## src/rtl/ex_issue_ctrl_pkg.sv

```systemverilog
// Shared types for the EX issue slice: ALU op encoding, pipeline register words,
// operand forwarding select and register-file constants.
package ex_issue_ctrl_pkg;

  typedef enum logic [3:0] {
    ALU_NONE = 4'd0,
    ALU_ADD,
    ALU_SUB,
    ALU_AND,
    ALU_OR,
    ALU_XOR,
    ALU_SLL,
    ALU_SRL,
    ALU_SRA,
    ALU_SLT
  } alu_op_t;

  typedef struct packed {
    alu_op_t     alu_op;
    logic [4:0]  reg_wr_addr;
    logic        reg_wr_en;
    logic [31:0] inst_imm_sgn;
  } ID_EX;

  typedef struct packed {
    logic        alu_result_ready;
    logic        reg_wr_en;
    logic [4:0]  reg_wr_addr;
    logic [31:0] alu_result;
  } EX_WB;

  typedef enum logic {
    FWD_NONE = 1'b0,
    FWD_EX   = 1'b1
  } fwd_sel_t;

  localparam logic [4:0] REG_ZERO = 5'd0;

endpackage

```

## src/rtl/ex_scoreboard.sv

```systemverilog
// Pending-write scoreboard: one bit per architectural register, set at issue and
// cleared at the WB write; x0 never pends. A same-edge set and clear leaves the bit set.
module ex_scoreboard
  import ex_issue_ctrl_pkg::*;
(
  input  logic       clk,
  input  logic       reset_n,
  input  logic       set_en_i,
  input  logic [4:0] set_rd_i,
  input  logic       clr_en_i,
  input  logic [4:0] clr_rd_i,
  input  logic [4:0] rs1_i,
  input  logic [4:0] rs2_i,
  output logic       rs1_busy_o,
  output logic       rs2_busy_o
);

  logic [31:0] pending_q, pending_d;

  always_comb begin
    pending_d = pending_q;
    if (clr_en_i) pending_d[clr_rd_i] = 1'b0;
    if (set_en_i) pending_d[set_rd_i] = 1'b1;
    pending_d[REG_ZERO] = 1'b0;
  end

  always_ff @(posedge clk or negedge reset_n) begin
    if (!reset_n) pending_q <= '0;
    else          pending_q <= pending_d;
  end

  assign rs1_busy_o = pending_q[rs1_i];
  assign rs2_busy_o = pending_q[rs2_i];

endmodule

```

## src/rtl/ex_issue_ctrl.sv

```systemverilog
// Issue stage between decode and the ALU: captures operands into ID_EX and resolves RAW hazards.
// EX_ISSUE_FORWARD_EN defined: EX forward + capture bypass, never stalls; undefined: scoreboard stalls.
module ex_issue_ctrl
  import ex_issue_ctrl_pkg::*;
#(
  parameter int STALL_CNT_W = 32
) (
  input  logic                   clk,
  input  logic                   reset_n,
  input  logic                   dec_valid,
  output logic                   dec_ready,
  input  alu_op_t                dec_alu_op,
  input  logic [4:0]             dec_rs1,
  input  logic [4:0]             dec_rs2,
  input  logic [4:0]             dec_rd,
  input  logic                   dec_uses_rs2,
  input  logic                   dec_wr_en,
  input  logic [31:0]            dec_imm,
  input  logic                   flush,
  output logic [4:0]             rf_rs1_addr,
  output logic [4:0]             rf_rs2_addr,
  input  logic [31:0]            rf_rs1_data,
  input  logic [31:0]            rf_rs2_data,
  input  EX_WB                   ex_wb_reg,
  output ID_EX                   id_ex_reg,
  output logic [31:0]            alu_reg_input_a,
  output logic [31:0]            alu_reg_input_b,
  output logic [STALL_CNT_W-1:0] stall_cycles
);

  ID_EX                   id_ex_q, id_ex_d;
  logic [31:0]            opa_q, opa_d, opb_q, opb_d;
  logic [STALL_CNT_W-1:0] stall_q, stall_d;
  logic [31:0]            rs1_val, rs2_val;
  logic                   hazard, xfer, wb_wr;

  assign rf_rs1_addr = dec_rs1;
  assign rf_rs2_addr = dec_rs2;
  assign wb_wr = ex_wb_reg.alu_result_ready && ex_wb_reg.reg_wr_en &&
                 (ex_wb_reg.reg_wr_addr != REG_ZERO);

`ifdef EX_ISSUE_FORWARD_EN
  fwd_sel_t fwd_a_q, fwd_a_d, fwd_b_q, fwd_b_d;

  assign hazard = 1'b0;

  // A match against the instruction now in EX is resolved next cycle from ex_wb_reg.
  always_comb begin
    fwd_a_d = FWD_NONE;
    fwd_b_d = FWD_NONE;
    if (xfer && id_ex_q.reg_wr_en && (id_ex_q.reg_wr_addr != REG_ZERO)) begin
      if (dec_rs1 == id_ex_q.reg_wr_addr) fwd_a_d = FWD_EX;
      if (dec_uses_rs2 && (dec_rs2 == id_ex_q.reg_wr_addr)) fwd_b_d = FWD_EX;
    end
  end

  always_ff @(posedge clk or negedge reset_n) begin
    if (!reset_n) begin
      fwd_a_q <= FWD_NONE;
      fwd_b_q <= FWD_NONE;
    end else begin
      fwd_a_q <= fwd_a_d;
      fwd_b_q <= fwd_b_d;
    end
  end

  assign alu_reg_input_a = (fwd_a_q == FWD_EX) ? ex_wb_reg.alu_result : opa_q;
  assign alu_reg_input_b = (fwd_b_q == FWD_EX) ? ex_wb_reg.alu_result : opb_q;
`else
  logic rs1_busy, rs2_busy;
  logic unused_alu_result;

  ex_scoreboard u_scoreboard (
    .clk        (clk),
    .reset_n    (reset_n),
    .set_en_i   (xfer && dec_wr_en && (dec_rd != REG_ZERO)),
    .set_rd_i   (dec_rd),
    .clr_en_i   (wb_wr),
    .clr_rd_i   (ex_wb_reg.reg_wr_addr),
    .rs1_i      (dec_rs1),
    .rs2_i      (dec_rs2),
    .rs1_busy_o (rs1_busy),
    .rs2_busy_o (rs2_busy)
  );

  assign hazard = dec_valid && (rs1_busy || (dec_uses_rs2 && rs2_busy));
  assign unused_alu_result = ^ex_wb_reg.alu_result;
  assign alu_reg_input_a = opa_q;
  assign alu_reg_input_b = opb_q;
`endif

  assign dec_ready = !flush && !hazard;
  assign xfer      = dec_valid && dec_ready;

  // RF data is the pre-write value, so a result being written this cycle is bypassed in.
  always_comb begin
    rs1_val = (dec_rs1 == REG_ZERO) ? 32'd0 : rf_rs1_data;
    rs2_val = (dec_rs2 == REG_ZERO) ? 32'd0 : rf_rs2_data;
`ifdef EX_ISSUE_FORWARD_EN
    if (wb_wr && (ex_wb_reg.reg_wr_addr == dec_rs1)) rs1_val = ex_wb_reg.alu_result;
    if (wb_wr && (ex_wb_reg.reg_wr_addr == dec_rs2)) rs2_val = ex_wb_reg.alu_result;
`endif
  end

  always_comb begin
    id_ex_d        = '0;
    id_ex_d.alu_op = ALU_NONE;
    opa_d          = 32'd0;
    opb_d          = 32'd0;
    if (xfer) begin
      id_ex_d.alu_op       = dec_alu_op;
      id_ex_d.reg_wr_addr  = dec_rd;
      id_ex_d.reg_wr_en    = dec_wr_en;
      id_ex_d.inst_imm_sgn = dec_imm;
      opa_d                = rs1_val;
      opb_d                = dec_uses_rs2 ? rs2_val : dec_imm;
    end
    stall_d = stall_q;
    if (dec_valid && !dec_ready && !flush && (stall_q != '1)) stall_d = stall_q + 1'b1;
  end

  always_ff @(posedge clk or negedge reset_n) begin
    if (!reset_n) begin
      id_ex_q        <= '0;
      id_ex_q.alu_op <= ALU_NONE;
      opa_q          <= '0;
      opb_q          <= '0;
      stall_q        <= '0;
    end else begin
      id_ex_q <= id_ex_d;
      opa_q   <= opa_d;
      opb_q   <= opb_d;
      stall_q <= stall_d;
    end
  end

  assign id_ex_reg    = id_ex_q;
  assign stall_cycles = stall_q;

endmodule

```

## config.mk

```make
export PLATFORM = sky130hd
export DESIGN_NAME = ex_issue_ctrl
export DESIGN_NICKNAME = d
export VERILOG_FILES = /design/src/rtl/ex_issue_ctrl_pkg.sv /design/src/rtl/ex_scoreboard.sv /design/src/rtl/ex_issue_ctrl.sv
export SDC_FILE = /design/constraint.sdc
export NUM_CORES = 1
export LEC_CHECK = 0
export ABC_CLOCK_PERIOD_IN_PS = 2600
export CAP_MARGIN = 20
export CORE_ASPECT_RATIO = 0.5
export CORE_MARGIN = 8
export CORE_UTILIZATION = 30
export CTS_BUF_LIST = sky130_fd_sc_hd__clkbuf_8
export CTS_CLUSTER_DIAMETER = 50
export DETAILED_ROUTE_END_ITERATION = 7
export PLACE_DENSITY = 0.63
export SKIP_CTS_REPAIR_TIMING = 1
export SLEW_MARGIN = 10
export SYNTH_ARGS = -nofsm -noshare
export SYNTH_HDL_FRONTEND = slang
export SYNTH_SLANG_ARGS = --single-unit
```

## constraint.sdc

```tcl
create_clock -name clk -period 2.6 [get_ports clk]
set_input_delay 0.52 -clock clk [delete_from_list [all_inputs] [get_ports clk]]
set_output_delay 0.52 -clock clk [all_outputs]
set_load 0.1 [all_outputs]
```

Yosys cells after proc, flatten, opt, wreduce, memory -nomap -nowiden --
Index checks and enable logic that the tools add are counted.
Cells by class: reduce and logical (&&, ||, !) cells 21, shift-type cells 0, bitwise logic cells 3, multipliers 0, $lt $le $gt $ge 6, multiplexer cells 16, div/mod/pow operators 0, $add $sub $neg 1, equality and inequality tests 1
Operators by type and width (count):
- 32-bit 2-to-1 mux | 7
- 42-bit 2-to-1 mux | 1
- 32-bit by 1-bit adder with 32-bit output (second input constant) | 1
- 32-bit AND | 1
- 32-bit inequality test (second input constant) | 1
- 32-bit inverter | 1
- 32-bit bitwise OR | 1
- 5-bit by 6-bit < comparator with 1-bit output (second input constant) | 4
- 1-bit logical AND | 13
- 1-bit binary-select mux with 5-bit select | 2
- 1-bit demux with 5-bit select | 2
- 5-bit by 1-bit >= comparator with 1-bit output (second input constant) | 2
- 5-bit zero test | 2
- 5-bit nonzero test | 2
- 1-bit 2-to-1 mux | 4
- 1-bit zero test | 3
- 1-bit logical OR | 1
Word-level totals: output and inout bits 149, register bits 169, memory bits (writable) 0, bits in latches 0, input bits 160, ROM bits 0, memories 0, logic and storage cells 56

Longest topological paths before layout --
word-level depth 11, gate-level depth with buffers 12, gate-level depth less buffers 8

Modules after synthesis --
From an unflattened synthesis, not the netlist that was laid out.
Second synthesis, totals: cells, all modules 655, area, all modules 7302.0 um2
By module, submodules not included:
- ex_issue_ctrl | sequential area each 3453.3 um2, times used 1, cells an instance 462, area an instance 5460.2 um2
- ex_scoreboard | sequential area each 775.7 um2, times used 1, cells an instance 193, area an instance 1841.8 um2

Worst setup path before layout --
OpenSTA, ideal clock, no wires.
path type input to output, from input dec_rs1[1], to output dec_ready, data arrival time 3.275 ns, buffers on the path 1, stages on the path 7, data required time 2.080 ns, path slack -1.195 ns, cells stage by stage buf_2 > mux4_2 > nand2b_1 > nand4b_1 > nand4b_1 > a41o_1 > a21oi_1
Between the ends: longest elaborated chain between the ends 6
RTL lines:
- from (decl) | line ex_issue_ctrl.sv:13 | input logic [4:0] dec_rs1,
- 1-bit binary-select mux with 5-bit select | line ex_scoreboard.sv:32 | assign rs1_busy_o = pending_q[rs1_i];
- 1-bit 2-to-1 mux (not written as such) | line ex_scoreboard.sv:32
- 1-bit logical OR | line ex_issue_ctrl.sv:86 | assign hazard = dec_valid && (rs1_busy || (dec_uses_rs2 && rs2_busy));
- 1-bit logical AND | line ex_issue_ctrl.sv:86
- 1-bit zero test | line ex_issue_ctrl.sv:92 | assign dec_ready = !flush && !hazard;
- 1-bit logical AND | line ex_issue_ctrl.sv:92
- to (decl) | line ex_issue_ctrl.sv:11 | output logic dec_ready,
Every way passes these cells. The select of a mux whose other input is x is not followed.

Final worst setup path --
from register u_scoreboard.pending_q[27], to output dec_ready
Between the ends: longest elaborated chain between the ends 7, elaborated cells on any way between the ends 9, those cells by class mux (4); reduce/logical (5)
RTL lines:
- from (decl) | line ex_scoreboard.sv:18 | logic [31:0] pending_q, pending_d;
- from (signal assigned) | line ex_scoreboard.sv:29 | else pending_q <= pending_d;
- 1-bit binary-select mux with 5-bit select | line ex_scoreboard.sv:33 | assign rs2_busy_o = pending_q[rs2_i];
- 1-bit 2-to-1 mux (not written as such) | line ex_scoreboard.sv:33
- 1-bit logical AND | line ex_issue_ctrl.sv:86
- 1-bit logical OR * | line ex_issue_ctrl.sv:86
- 1-bit logical AND * | line ex_issue_ctrl.sv:86
- 1-bit zero test * | line ex_issue_ctrl.sv:92
- 1-bit logical AND * | line ex_issue_ctrl.sv:92
Every way passes the cells marked *; elsewhere a longest branch is shown, timed or not. The select of a mux whose other input is x is not followed.

==> flow_summary.ini <==
[job]
max_cap_violations = 0

[route]
drt.antenna.violating_nets = 0
remaining_drc_errors = 0
avgViaCountPerCell = 4.70
drt-total-wl_um = 24800
vias = 6091
wl_per_cell_um = 19.1
drtIter0Drc = 425
first_pass_iters = 5

[yosys]
ys_ff_latch = 169
synth_warnings = 0
yosysSeqAreaShare_pct = 59.1
syn_nets = 810
netlist_area_mm2 = 0.00716
synth.distinct_cells = 43
syn_area_per_cell_um2 = 11.0
synthCells = 649

[global_routing]
grtUsageTotal_pct = 16.6
grt_pass1_vias = 6284
grt.overflow.total = 0
grt_start_max_net_pins = 53
grt_pass1_wl_um = 37800
antenna_found_initial = 2

[pwr]
ir_drop_v = 0.000374
leakagePower_uw = 0.00528
total_power_uw = 6910
power.density_mw_per_mm2 = 624

[outcome]
status = finished, violations left
violations = hold timing, setup timing

[cts]
clockBufferDepth = 2
clkLatencyLatePin_ns = 0.47
path_clk_slew_ns = 0.09
cts.sinks = 169
cts_buffers = 17
cts_tree = built
root_buffer = clkbuf_8
htree_levels = 4

[final_layout]
largest_reg_flops = 42
area_delta_synth_final_pct = 54.6
stdcell_count = 1295
final_nets = 1128
drive_gt1_share_pct = 30.0
post-route-util_pct = 46.7

[floorplanning]
die_area_mm2 = 0.0294
die_w_um = 234
rows = 40
die_h_um = 125
ios = 309
initial_utilization_pct = 30.2
core-area_mm2 = 0.0237

[sta]
drv_slew = 0
slew_headroom_pct = 32.4
worst_slew_pin_slew_ns = 1.01
fin_skew_ns = 0.0146
setup_viol = 17
fin_crit_ns = 3.04
fin_crit_sh_pct = 117
max_freq_ghz = 0.329
whs_ns = -0.000370
grt_setup_unrepaired = yes
worst_slack_ns = -0.437
hold_violations = 1

[placement]
portBuffers = 276
gp_congestion = 0.894
hpwl_um = 18900
dp_cells = 1260

[setup_path]
crit_required_ns = 2.08
arrival_ns = 2.52
cp_max_fo = 3
endpoint_kind = output port
critPathLaunchType = flip-flop
crit_type = flip-flop to output port

[hold_path]
min_path_type = primary input to async pin
-- per-layer routing --
| layer | share of wire, % | wire length [um] | GRT usage [%] |
|---|---|---|---|
| met1 | 40 | 10000 | 19.6 |
| met2 | 52 | 12900 | 28.9 |
| met3 | 5.5 | 1360 | 4.76 |
| met4 | 1.9 | 459 | 5.12 |
| met5 | 0.052 | 13 | 0 |
-- cells in the final DEF (no fill, tap or decap), types with 7 or more instances in the layout --
cell type	instances
buf_4	189
dfrtp_1	154
clkdlybuf4s50_1	120
and2_1	75
nor2_1	48
o21ai_0	42
nor2b_1	33
a21oi_1	32
xor2_1	25
nand2_1	23
mux2i_1	20
clkbuf_8	20
nor3_1	19
o21ai_1	16
buf_12	16
nand3_1	14
dfrtp_2	11
nand3b_1	8
o21ai_2	8
nand4_1	7
-- final cells by class --
class                   instances  area (um2)
clock buffers                  20         275
repair buffers                337        3090
clock inverters                11         146
fillers                      2244       12700
inverters                       5        18.8
flip-flops and latches        169        4260
multi-input cells             437        2890
well taps                     315         394
diodes                          1        2.50
-- final timing paths --
check	start	end	slack, ns	cells past startpoint
worst max-delay path	u_scoreboard.pending_q[27]$_DFF_PN0_	dec_ready	-0.44	7
worst min-delay path	reset_n	stall_cycles[23]$_DFFE_PN0P_	-0.0004	1
worst max register to register	u_scoreboard.pending_q[27]$_DFF_PN0_	u_scoreboard.pending_q[4]$_DFF_PN0_	-0.16	8
worst min register to register	stall_cycles[21]$_DFFE_PN0P_	stall_cycles[21]$_DFFE_PN0P_	0.50	1
max in group asynchronous	reset_n	stall_cycles[4]$_DFFE_PN0P_	1.91	2
min in group clk	stall_cycles[21]$_DFFE_PN0P_	stall_cycles[21]$_DFFE_PN0P_	0.50	1
-- where the power goes --
group	switching [uW]	internal (uW)
combinational	1340	609
clock	983	1020
sequential	156	2790
total	2480	4420
-- through the flow --
stage / setup TNS, ns / worst slack (ns) / area [um2] / hold WS (ns)
CTS: -18.12 / -0.794 / 10900 / -0.0177
global route: -5.35 / -0.547 / 11100 / 0.00439
finish: -1.41 / -0.437 / 11100 / -0.000370
detailed placement: -104.32 / -0.800 / 10500 / 0.489
global placement: -100.30 / -0.770 / 10500 / 0.471
floorplan: -2.70 / -0.202 / 7260 / 0.224
-- logic make-up after synthesis --
family / after synthesis / share of synthesized area (%)
AND/OR/NAND/NOR: 265 / 20.6
flip-flops: 169 / 59.1
AO/OA/AOI/OAI: 112 / 8.32
buffers and inverters: 43 / 3.08
XOR/XNOR: 31 / 3.79
multiplexers: 28 / 5.00
adder cells (fa/ha/maj): 1 / 0.175
-- cell usage after synthesis, drive strengths merged --
cell type	number	area share, %
nand2b	6	0.52
clkbuf	20	1.0
nand4	7	0.61
ha	1	0.17
inv	5	0.26
a22oi	2	0.21
a21boi	1	0.10
or4b	1	0.19
o41ai	1	0.12
nor2	50	2.6
mux2i	20	2.8
o22ai	2	0.17
mux2	2	0.31
o311ai	2	0.24
buf	18	1.8
nand2	24	1.3
a21oi	34	2.4
a2111oi	1	0.12
o2111ai	1	0.12
mux4	6	1.9
dfrtp	169	59
or3	2	0.17
xor2	25	3.1
o21ai	66	4.6
xnor2	6	0.73
or3b	3	0.37
nand3b	8	0.84
nand4b	6	0.73
nor3	21	1.5
a31oi	1	0.087
and3	2	0.17
a41o	1	0.14
nor2b	33	2.9
nor4	9	0.79
or2	2	0.17
and4	2	0.24
and2	75	6.6
nand3	14	0.98
-- worst max-delay path, cell delays in order (launching register included) --
cell and delay [ns]:
dfrtp_1 0.44, mux4_2 0.51, o2111ai_2 0.18, nand4b_1 0.15, a41o_1 0.26, buf_6 0.13
a21oi_4 0.16, buf_12 0.19
Power figures use the tool's default switching activity.
